`src/rtl/knight_rider_sequencer_if.sv`:
```
// Signal bundle between the tick/button side and the Knight Rider sequencer.
// TICK is a one-cycle strobe with no back-pressure. Each outputs is a register in the sequencer.
interface knight_rider_sequencer_if #(
  parameter int N_LEDS = 10,
  parameter int POS_W  = 4
);
  logic              ONOFF;
  logic              TICK;
  logic [1:0]        SPEED;
  logic              TAIL;
  logic [N_LEDS-1:0] LEDR;
  logic [POS_W-1:0]  POS;
  logic              DIR;
  logic              RUN;
  logic [1:0]        STATE;

  modport master (
    output ONOFF, TICK, SPEED, TAIL,
    input  LEDR, POS, DIR, RUN, STATE
  );

  modport slave (
    input  ONOFF, TICK, SPEED, TAIL,
    output LEDR, POS, DIR, RUN, STATE
  );
endinterface

```
`src/rtl/knight_rider_sequencer.sv`:
```
// Bouncing-light sequencer: button toggles scanning, divided TICKs step a
// position back and forth across N_LEDS, every output registered.
module knight_rider_sequencer #(
  parameter int N_LEDS = 10,
  parameter int POS_W  = 4
) (
  input  logic                     CLK,
  input  logic                     CLEAR,
  knight_rider_sequencer_if.slave  bus
);

  localparam logic [1:0] ST_IDLE = 2'd0;
  localparam logic [1:0] ST_UP   = 2'd1;
  localparam logic [1:0] ST_DN   = 2'd2;

  localparam logic [POS_W-1:0] POS_LAST = POS_W'(N_LEDS - 1);
  localparam logic [POS_W-1:0] POS_PEN  = POS_W'(N_LEDS - 2);

  logic              on_meta_q, on_sync_q, on_prev_q;
  logic              meta_real_q, armed_q;
  logic [1:0]        state_q, state_d;
  logic [POS_W-1:0]  pos_q, pos_d;
  logic [POS_W-1:0]  prev_q, prev_d;
  logic              dir_q, dir_d;
  logic [2:0]        cnt_q, cnt_d;
  logic [N_LEDS-1:0] led_q, led_d;
  logic              run_q;
  logic              press, scanning, step;
  logic [3:0]        limit;

  // Synchronizer flops reset high. The edge detector only arms after a real
  // high sample, so a button held through reset release is not a press.
  always_ff @(posedge CLK or negedge CLEAR) begin
    if (!CLEAR) begin
      on_meta_q   <= 1'b1;
      on_sync_q   <= 1'b1;
      on_prev_q   <= 1'b1;
      meta_real_q <= 1'b0;
      armed_q     <= 1'b0;
    end else begin
      on_meta_q   <= bus.ONOFF;
      on_sync_q   <= on_meta_q;
      on_prev_q   <= on_sync_q;
      meta_real_q <= 1'b1;
      armed_q     <= armed_q | (meta_real_q & on_meta_q);
    end
  end

  assign press    = armed_q & on_prev_q & ~on_sync_q;
  assign scanning = (state_q != ST_IDLE);
  assign limit    = (4'd1 << bus.SPEED) - 4'd1;
  assign step     = scanning & bus.TICK & ({1'b0, cnt_q} >= limit);

  always_comb begin
    state_d = state_q;
    pos_d   = pos_q;
    prev_d  = prev_q;
    dir_d   = dir_q;
    cnt_d   = cnt_q;
    led_d   = '0;
    if (press) begin
      cnt_d = '0;
      if (!scanning) begin
        state_d = ST_UP;
        pos_d   = '0;
        prev_d  = '0;
        dir_d   = 1'b0;
      end else begin
        state_d = ST_IDLE;
      end
    end else if (!scanning) begin
      cnt_d = '0;
    end else begin
      if (bus.TICK) cnt_d = step ? 3'd0 : cnt_q + 3'd1;
      if (step) begin
        prev_d = pos_q;
        case (state_q)
          ST_UP: begin
            if (pos_q == POS_LAST) begin
              state_d = ST_DN;
              pos_d   = POS_PEN;
              dir_d   = 1'b1;
            end else begin
              pos_d = pos_q + 1'b1;
            end
          end
          ST_DN: begin
            if (pos_q == '0) begin
              state_d = ST_UP;
              pos_d   = POS_W'(1);
              dir_d   = 1'b0;
            end else begin
              pos_d = pos_q - 1'b1;
            end
          end
          default: state_d = ST_IDLE;
        endcase
      end
    end
    // Pattern is built from next-state values so LEDR lines up with POS.
    if (state_d != ST_IDLE) begin
      for (int i = 0; i < N_LEDS; i++) begin
        led_d[i] = (pos_d == POS_W'(i)) |
                   (bus.TAIL & (prev_d != pos_d) & (prev_d == POS_W'(i)));
      end
    end
  end

  always_ff @(posedge CLK or negedge CLEAR) begin
    if (!CLEAR) begin
      state_q <= ST_IDLE;
      pos_q   <= '0;
      prev_q  <= '0;
      dir_q   <= 1'b0;
      cnt_q   <= '0;
      led_q   <= '0;
      run_q   <= 1'b0;
    end else begin
      state_q <= state_d;
      pos_q   <= pos_d;
      prev_q  <= prev_d;
      dir_q   <= dir_d;
      cnt_q   <= cnt_d;
      led_q   <= led_d;
      run_q   <= (state_d != ST_IDLE);
    end
  end

  assign bus.LEDR  = led_q;
  assign bus.POS   = pos_q;
  assign bus.DIR   = dir_q;
  assign bus.RUN   = run_q;
  assign bus.STATE = state_q;

endmodule
```
`src/flat_wrapper.sv`:
```
// flat-port wrapper written by rule: the top's interface ports become plain ports
module knight_rider_sequencer_flat 
#(
  parameter int N_LEDS = 10,
  parameter int POS_W  = 4
)
  (CLK, CLEAR, bus_ONOFF, bus_TICK, bus_SPEED, bus_TAIL, bus_LEDR, bus_POS, bus_DIR, bus_RUN, bus_STATE);
  knight_rider_sequencer_if #(.N_LEDS(N_LEDS), .POS_W(POS_W)) bus_i ();
  input  logic CLK;
  input  logic CLEAR;
  input wire logic [$bits(bus_i.ONOFF)-1:0] bus_ONOFF;
  input wire logic [$bits(bus_i.TICK)-1:0] bus_TICK;
  input wire logic [$bits(bus_i.SPEED)-1:0] bus_SPEED;
  input wire logic [$bits(bus_i.TAIL)-1:0] bus_TAIL;
  output wire logic [$bits(bus_i.LEDR)-1:0] bus_LEDR;
  output wire logic [$bits(bus_i.POS)-1:0] bus_POS;
  output wire logic [$bits(bus_i.DIR)-1:0] bus_DIR;
  output wire logic [$bits(bus_i.RUN)-1:0] bus_RUN;
  output wire logic [$bits(bus_i.STATE)-1:0] bus_STATE;
  assign bus_i.ONOFF = bus_ONOFF;
  assign bus_i.TICK = bus_TICK;
  assign bus_i.SPEED = bus_SPEED;
  assign bus_i.TAIL = bus_TAIL;
  assign bus_LEDR = bus_i.LEDR;
  assign bus_POS = bus_i.POS;
  assign bus_DIR = bus_i.DIR;
  assign bus_RUN = bus_i.RUN;
  assign bus_STATE = bus_i.STATE;
  knight_rider_sequencer #(.N_LEDS(N_LEDS), .POS_W(POS_W)) u_core (.CLK(CLK), .CLEAR(CLEAR), .bus(bus_i));
endmodule
```
`config.mk`:
```
export PLATFORM = sky130hd
export DESIGN_NAME = knight_rider_sequencer_flat
export DESIGN_NICKNAME = d
export VERILOG_FILES = /design/src/rtl/knight_rider_sequencer_if.sv /design/src/rtl/knight_rider_sequencer.sv /design/src/flat_wrapper.sv
export SDC_FILE = /design/constraint.sdc
export NUM_CORES = 1
export LEC_CHECK = 0
export CAP_MARGIN = 30
export CORE_ASPECT_RATIO = 0.8
export CORE_MARGIN = 2
export CORE_UTILIZATION = 40
export CTS_CLUSTER_DIAMETER = 120
export DETAILED_ROUTE_END_ITERATION = 8
export PLACE_DENSITY = 0.59
export SLEW_MARGIN = 5
export SYNTH_ARGS = -nofsm -noshare
export SYNTH_HDL_FRONTEND = slang
export SYNTH_SLANG_ARGS = --single-unit
```
`constraint.sdc`:
```
create_clock -name CLK -period 2.9 [get_ports CLK]
set_input_delay 0.58 -clock CLK [delete_from_list [all_inputs] [get_ports CLK]]
set_output_delay 0.58 -clock CLK [all_outputs]
set_load 0.01 [all_outputs]
```
==> results.yml, run 1 <==
timing:
  maxSlewViolCount: 0
  rsz_0062_raised_after_global_routing: "no"
  setup_viol: 0
  worst_slew_pin_slew_ns: 0.530
  worst_clock_skew_ns: 0.00737
  setup_slack_ns: 0.158
  final.min_clock_period_ns: 2.74
  slew-limit-headroom_pct: 64.7
  maxClockFrequency_mhz: 365
  finalHoldViolCount: 0
  finalCritPeriodShare_pct: 94.5
critical_path:
  critical_path_maximum_fanout: 4
  arrival_ns: 2.90
  slowest_stage: "sky130_fd_sc_hd__a221o_4"
  critical_path_class: "in2reg"
  startpoint_type: "input pin"
  cp_cell_sequence: "dlygate4sd2_1, or2_4, ha_4, nor2b_4, o21ai_4, a31oi_4, a221o_4, xor2_4, buf_12, nor4_4, o21ai_1"
  end_kind: "flip-flop"
  worstPathRequired_ns: 3.06
  slowest_delay_ns: 0.47
die:
  i_o_pin_total: 25
  effective_utilization_at_floorplan_pct: 41.1
  floorplan.core_area_sq_um: 4950
  die_height_microns: 67.8
  dieArea_sq_um: 5670
  placement_rows: 23
  chip_width_microns: 83.7
logic_synthesis:
  syn-instance-count: 205
  synth_top_area_share_pct: 33.2
  synthesis.nets: 223
  synth-seq-cells: 30
  dominantRegCellSynth: "sky130_fd_sc_hd__dfrtp_1"
  postSynth.asyncResetShare_pct: 100
  yosys.cell_types.count: 59
  synth-warning-count: 0
  syn_avg_cell_area_sq_um: 9.92
  top_cell_type_by_total_area_after_synthesis: "sky130_fd_sc_hd__dfrtp_1"
  sequential_cell_area_fraction_in_the_yosys_report_pct: 37.1
  mappedNetlistArea_sq_um: 2030
  netlist_top_cells_area: "sky130_fd_sc_hd__dfrtp_1, sky130_fd_sc_hd__ha_1, sky130_fd_sc_hd__nand2_1"
  synth_edf_count: 0
clock_network:
  clock-sinks: 30
  cts_inserted_buffers: 5
  cts_hold_buffers: 0
  cts_tree: "yes"
  insertion_delay_ns: 0.28
  clkSlewWorstSetupHoldPaths_ns: 0.07
  ctsHtreeMaxLevel: 2
  maximum_clock_path_buffer_count: 2
  clk_root_buffer_cell: "sky130_fd_sc_hd__clkbuf_8"
layout:
  design.final.nets: 282
  num_antenna_cells: 0
  areaGrowthSynthToFinish_pct: 35.8
  drive_gt1_share_pct: 30.6
  postLayoutCoreUtil_pct: 55.8
  design_area_sq_um: 2760
grt:
  global_route_wire_length_before_repair_microns: 8480
  first_global_vias: 1642
  grt_antenna_before_repair: 0
  grt_start_max_net_pins: 31
  gr-usage-all-layers_pct: 19.4
  grt_remaining_overflow: 0
run_status:
  run_status: "finished, final reports clean"
drt:
  drc_violation_count_after_routing: 0
  drt.antenna.violating_nets: 0
  number_of_detailed_routing_iterations_run_before_antenna_repair: 4
  route.vias.total: 1759
  detail_route.wl_per_cell_microns: 15.3
  totalWireLength_microns: 5010
  detail_route.vias_per_cell: 5.38
  drt_iter0_markers: 113
placed_design:
  placedInstanceArea_sq_um: 2530
  gpl.final_weighted_congestion: 0.832
  port_buffers: 24
  dp_hpwl_microns: 3710
  pre_cts_slack_ns: -0.457
power_and_ir_drop:
  p_sw_uw: 483
  cellPowerDensity_nw_per_um2: 494
  total_leakage_power_uw: 0.00125
  swShare_pct: 35.4
  vdd_ir_drop_max_v: 0.000220
  comb_power_share_pct: 41.1
  power_frac_clock_pct: 24.1
  seqPwrFrac_pct: 34.8
  p_int_uw: 880
worst_hold_path:
  hp-class: "reg2reg"
job:
  drv.max_cap_violation_count: 0
## power groups by stage
| stage | combinational (uW) | sequential [uW] | clock, uW |
|---|---|---|---|
| 6_report | 560 | 475 | 329 |
| 5_1_grt | 617 | 480 | 358 |
| 4_1_cts | 558 | 474 | 338 |
| 3_5_place_dp | 508 | 482 | 0 |
| 3_3_place_gp | 505 | 482 | 0 |
| 2_1_floorplan | 272 | 498 | 0 |
## registers in the layout, indices dropped and copies added, names as in the netlist
register,flops
u_core.bus.RUN,1
u_core.bus.DIR,1
u_core.bus.LEDR,10
u_core.bus.STATE,2
u_core.on_prev_q,1
u_core.on_meta_q,1
u_core.on_sync_q,1
u_core.cnt_q,3
u_core.meta_real_q,1
u_core.armed_q,1
u_core.bus.POS,4
u_core.prev_q,4
## placed cells by master, fill, tap and decap left out, types with 3 or more instances in the layout
cell	n
sky130_fd_sc_hd__buf_4	31
sky130_fd_sc_hd__nand2_1	27
sky130_fd_sc_hd__dfrtp_1	27
sky130_fd_sc_hd__clkdlybuf4s50_1	22
sky130_fd_sc_hd__inv_1	15
sky130_fd_sc_hd__o21ai_1	11
sky130_fd_sc_hd__nor2_1	9
sky130_fd_sc_hd__ha_1	9
sky130_fd_sc_hd__nand3_1	7
sky130_fd_sc_hd__nor3_1	7
sky130_fd_sc_hd__a21oi_1	6
sky130_fd_sc_hd__a32o_1	5
sky130_fd_sc_hd__o21ai_0	5
sky130_fd_sc_hd__clkbuf_8	5
sky130_fd_sc_hd__nor2b_1	4
sky130_fd_sc_hd__a22oi_1	4
sky130_fd_sc_hd__a211oi_2	4
sky130_fd_sc_hd__nor4_4	4
sky130_fd_sc_hd__nor3b_1	3
sky130_fd_sc_hd__a31oi_1	3
sky130_fd_sc_hd__dfstp_2	3
## critical path: cells and delay by family
family                   cells  cell delay [ns]
AO/OA/AOI/OAI                4             0.93
XOR/XNOR                     1             0.21
buffers and inverters        2             0.38
AND/OR/NAND/NOR              3             0.51
adder cells (fa/ha/maj)      1             0.27
## timing repair
action	in CTS	in global routing
resized for setup	17	0
setup endpoints to repair	10	0
buffers inserted	5	0
endpoints found under the hold margin	0	0
## cells by family (layout without fill, tap and decap cells)
kind of cell	count (synthesis)	in the layout	share of synthesized area (%)
AND/OR/NAND/NOR	83	83	24.9
multiplexers	4	4	2.40
AO/OA/AOI/OAI	52	53	21.3
flip-flops	30	30	37.1
buffers and inverters	22	81	4.68
other	1	1	0.184
XOR/XNOR	2	2	2.71
adder cells (fa/ha/maj)	11	11	6.77
## synthesized netlist by cell type (3+ instances only)
library cell               count
sky130_fd_sc_hd__nand3_1       7
sky130_fd_sc_hd__buf_4         3
sky130_fd_sc_hd__o21ai_0       5
sky130_fd_sc_hd__nor3b_1       3
sky130_fd_sc_hd__nand2_1      28
sky130_fd_sc_hd__dfrtp_1      27
sky130_fd_sc_hd__nor2b_1       4
sky130_fd_sc_hd__a32o_1        5
sky130_fd_sc_hd__inv_1        15
sky130_fd_sc_hd__a22oi_1       4
sky130_fd_sc_hd__a211oi_2      4
sky130_fd_sc_hd__ha_1         11
sky130_fd_sc_hd__nor3_1        7
sky130_fd_sc_hd__o21ai_1      11
sky130_fd_sc_hd__a31oi_1       3
sky130_fd_sc_hd__a21oi_1       6
sky130_fd_sc_hd__dfstp_2       3
sky130_fd_sc_hd__nor2_1        9
## stage by stage
stage / total power, uW / setup TNS, ns / hold WS, ns / std cells
global route: 1460 / 0 / 0.375 / 327
finish: 1360 / 0 / 0.367 / 327
floorplan: 769 / 0 / 0.284 / 205
global placement: 988 / -4.00 / 0.359 / 313
detailed placement: 990 / -4.26 / 0.357 / 313
CTS: 1370 / 0 / 0.370 / 327
## layout make-up
type	instances	area, sq um
Timing Repair Buffer	57	502
Tap cell	62	77.6
Inverter	16	60.1
Fill cell	450	2190
Clock buffer	6	72.6
Multi-Input combinational cell	154	1280
Sequential cell	30	754
Clock inverter	2	10.0
## path summary, 6_finish.rpt
check / from / end / slack, ns / cells after the start
min in group asynchronous: CLEAR / u_core.bus.POS[3]$_DFF_PN0_ / 0.68 / 2
max in group asynchronous: CLEAR / u_core.on_prev_q$_DFF_PN1_ / 1.88 / 2
setup / recovery: bus_SPEED[1] / u_core.bus.LEDR[0]$_DFF_PN0_ / 0.16 / 11
setup reg to reg: u_core.bus.STATE[1]$_DFF_PN0_ / u_core.bus.LEDR[0]$_DFF_PN0_ / 0.23 / 10
hold reg to reg: u_core.on_meta_q$_DFF_PN1_ / u_core.on_sync_q$_DFF_PN1_ / 0.37 / 0
hold / removal: u_core.on_meta_q$_DFF_PN1_ / u_core.on_sync_q$_DFF_PN1_ / 0.37 / 0
## layer usage
| layer | up-vias | wire (microns) | GRT usage (%) |
|---|---|---|---|
| met5 | - | 0 | 0 |
| met4 | 0 | 59 | 5.65 |
| met3 | 7 | 276 | 4.03 |
| met2 | 48 | 2080 | 27.1 |
| met1 | 845 | 2590 | 29.9 |
| li1 | 859 | - | - |
Note: power is estimated with default switching activity, not from simulation.
==> run 2: changes to the inputs <==
--- a/config.mk
+++ b/config.mk
@@ -11,8 +11,8 @@
 export CORE_UTILIZATION = 40
 export CTS_CLUSTER_DIAMETER = 120
 export DETAILED_ROUTE_END_ITERATION = 8
+export MAX_ROUTING_LAYER = met4
 export PLACE_DENSITY = 0.59
-export SLEW_MARGIN = 5
 export SYNTH_ARGS = -nofsm -noshare
 export SYNTH_HDL_FRONTEND = slang
 export SYNTH_SLANG_ARGS = --single-unit
==> run 2 against run 1 <==
  * Register-to-register slack about the same
  * Non-clock buffer count unchanged
  * Clock skew about the same
  * Cell count unchanged
  * Combinational power about the same
  * Largest cell class unchanged
  * Total power down 0.15%
  * Critical endpoint is now u_core.bus.LEDR[4]$_DFF_PN0_
  * First-iteration DRC count down 7.1%
==> results.yml, run 2 (synthesized netlist as in run 1, its figures left out) <==
clock_network:
  insertion_delay_ns: 0.28
  clk_root_buffer_cell: "sky130_fd_sc_hd__clkbuf_8"
  maximum_clock_path_buffer_count: 2
  ctsHtreeMaxLevel: 2
  cts_tree: "yes"
  cts_inserted_buffers: 5
  clkSlewWorstSetupHoldPaths_ns: 0.07
  clock-sinks: 30
layout:
  design.final.nets: 282
  final.fill_count: 450
  mostFrequentLayoutCell: "sky130_fd_sc_hd__buf_4"
  ff_latch_area_sq_um: 754
  areaGrowthSynthToFinish_pct: 35.8
  postLayoutCoreUtil_pct: 55.8
  largest_register_ffs: 10
  drive_gt1_share_pct: 30.6
  fin_cells: 327
  layout.cells.most_common_list: "sky130_fd_sc_hd__buf_4, sky130_fd_sc_hd__nand2_1, sky130_fd_sc_hd__dfrtp_1, sky130_fd_sc_hd__clkdlybuf4s50_1, sky130_fd_sc_hd__inv_1"
  multi_input_area_sq_um: 1280
  num_antenna_cells: 0
timing:
  rsz_0062_raised_after_global_routing: "no"
  finalHoldViolCount: 0
  fin_setup_tns_ns: 0
  finalCritPeriodShare_pct: 94.8
  maxSlewViolCount: 0
  worst_clock_skew_ns: 0.00783
  final.min_clock_period_ns: 2.75
  slew-limit-headroom_pct: 64.0
  worst_slew_pin_slew_ns: 0.540
  maxClockFrequency_mhz: 364
  setup_viol: 0
grt:
  grt_remaining_overflow: 0
  gr-usage-all-layers_pct: 20.0
  grt_antenna_before_repair: 0
  global_route_wire_length_before_repair_microns: 8490
  grt_start_max_net_pins: 31
  first_global_vias: 1639
critical_path:
  slowest_stage: "sky130_fd_sc_hd__a221o_4"
  arrival_ns: 2.90
  startpoint_type: "input pin"
  critical_path_class: "in2reg"
  worstPathBufferInverterCount: 2
  critical_path_maximum_fanout: 4
  critical-path-top-delay-family: "compound AO/OA/AOI/OAI gates"
  cp_cell_sequence: "dlygate4sd2_1, or2_4, ha_4, nor2b_4, o21ai_4, a31oi_4, a221o_4, xor2_4, buf_12, nor4_4, o21ai_1"
  worstPathRequired_ns: 3.05
  slowest_delay_ns: 0.47
  end_kind: "flip-flop"
run_status:
  run_status: "finished, final reports clean"
die:
  chip_width_microns: 83.7
  die_height_microns: 67.8
  placement_rows: 23
  floorplan.core_area_sq_um: 4950
  dieArea_sq_um: 5670
  i_o_pin_total: 25
  effective_utilization_at_floorplan_pct: 41.1
power_and_ir_drop:
  total_leakage_power_uw: 0.00125
  cellPowerDensity_nw_per_um2: 493
  vdd_ir_drop_max_v: 0.000220
placed_design:
  port_buffers: 24
  dp_hpwl_microns: 3710
  gpl.final_weighted_congestion: 0.844
  post-place-cells: 313
drt:
  number_of_detailed_routing_iterations_run_before_antenna_repair: 4
  drt_iter0_markers: 105
  drt.antenna.violating_nets: 0
  totalWireLength_microns: 5020
  route.vias.total: 1749
  detail_route.wl_per_cell_microns: 15.4
  drc_violation_count_after_routing: 0
  detail_route.vias_per_cell: 5.35
job:
  drv.max_cap_violation_count: 0
worst_hold_path:
  hp-class: "reg2reg"
[run 2: cell counts in the layout (fill, tap and decap cells not counted)]
No cell type changed its count.
[run 2: through the flow]
step	hold WS (ns)	worst slack, ns	area [sq um]	total power (uW)
floorplan	0.284	0.146	2030	769
global placement	0.359	-0.424	2530	988
detailed placement	0.357	-0.457	2530	990
CTS	0.370	0.181	2760	1370
global route	0.375	0.0178	2760	1460
finish	0.367	0.151	2760	1360
[run 2: layout make-up]
| class | instances | area share, % |
|---|---|---|
| Multi-Input combinational cell | 154 | 46.5 |
| Clock buffer | 6 | 2.63 |
| Inverter | 16 | 2.17 |
| Sequential cell | 30 | 27.3 |
| Timing Repair Buffer | 57 | 18.2 |
| Clock inverter | 2 | 0.362 |
| Tap cell | 62 | 2.81 |
[run 2: per-layer routing]
layer | up-vias | global-route usage (%) | wire, microns
met5 | - | - | 0
met4 | 0 | 5.65 | 58
met3 | 7 | 4.03 | 270
met2 | 57 | 27.1 | 2050
met1 | 829 | 29.9 | 2640
li1 | 856 | - | -
[run 2: timing repair]
action                     in CTS  in global routing
setup endpoints to repair      10                  0
gates resized for setup        17                  0
hold buffers                    0                  0
buffers inserted                5                  0
[run 2: worst paths after layout]
check | cells past startpoint | to | slack [ns] | from
setup / recovery | 11 | u_core.bus.LEDR[4]$_DFF_PN0_ | 0.15 | bus_SPEED[1]
hold / removal | 0 | u_core.on_sync_q$_DFF_PN1_ | 0.37 | u_core.on_meta_q$_DFF_PN1_
setup reg to reg | 10 | u_core.bus.LEDR[4]$_DFF_PN0_ | 0.22 | u_core.bus.STATE[1]$_DFF_PN0_
hold reg to reg | 0 | u_core.on_sync_q$_DFF_PN1_ | 0.37 | u_core.on_meta_q$_DFF_PN1_
max in group asynchronous | 2 | u_core.on_prev_q$_DFF_PN1_ | 1.88 | CLEAR
min in group asynchronous | 2 | u_core.bus.POS[3]$_DFF_PN0_ | 0.68 | CLEAR
[run 2: report_power, final]
group          total [uW]  leakage, uW  internal, uW  switching [uW]
Combinational         560     0.000807           259             302
Clock                 326    0.0000450           166             160
Sequential            475     0.000395           455            19.6
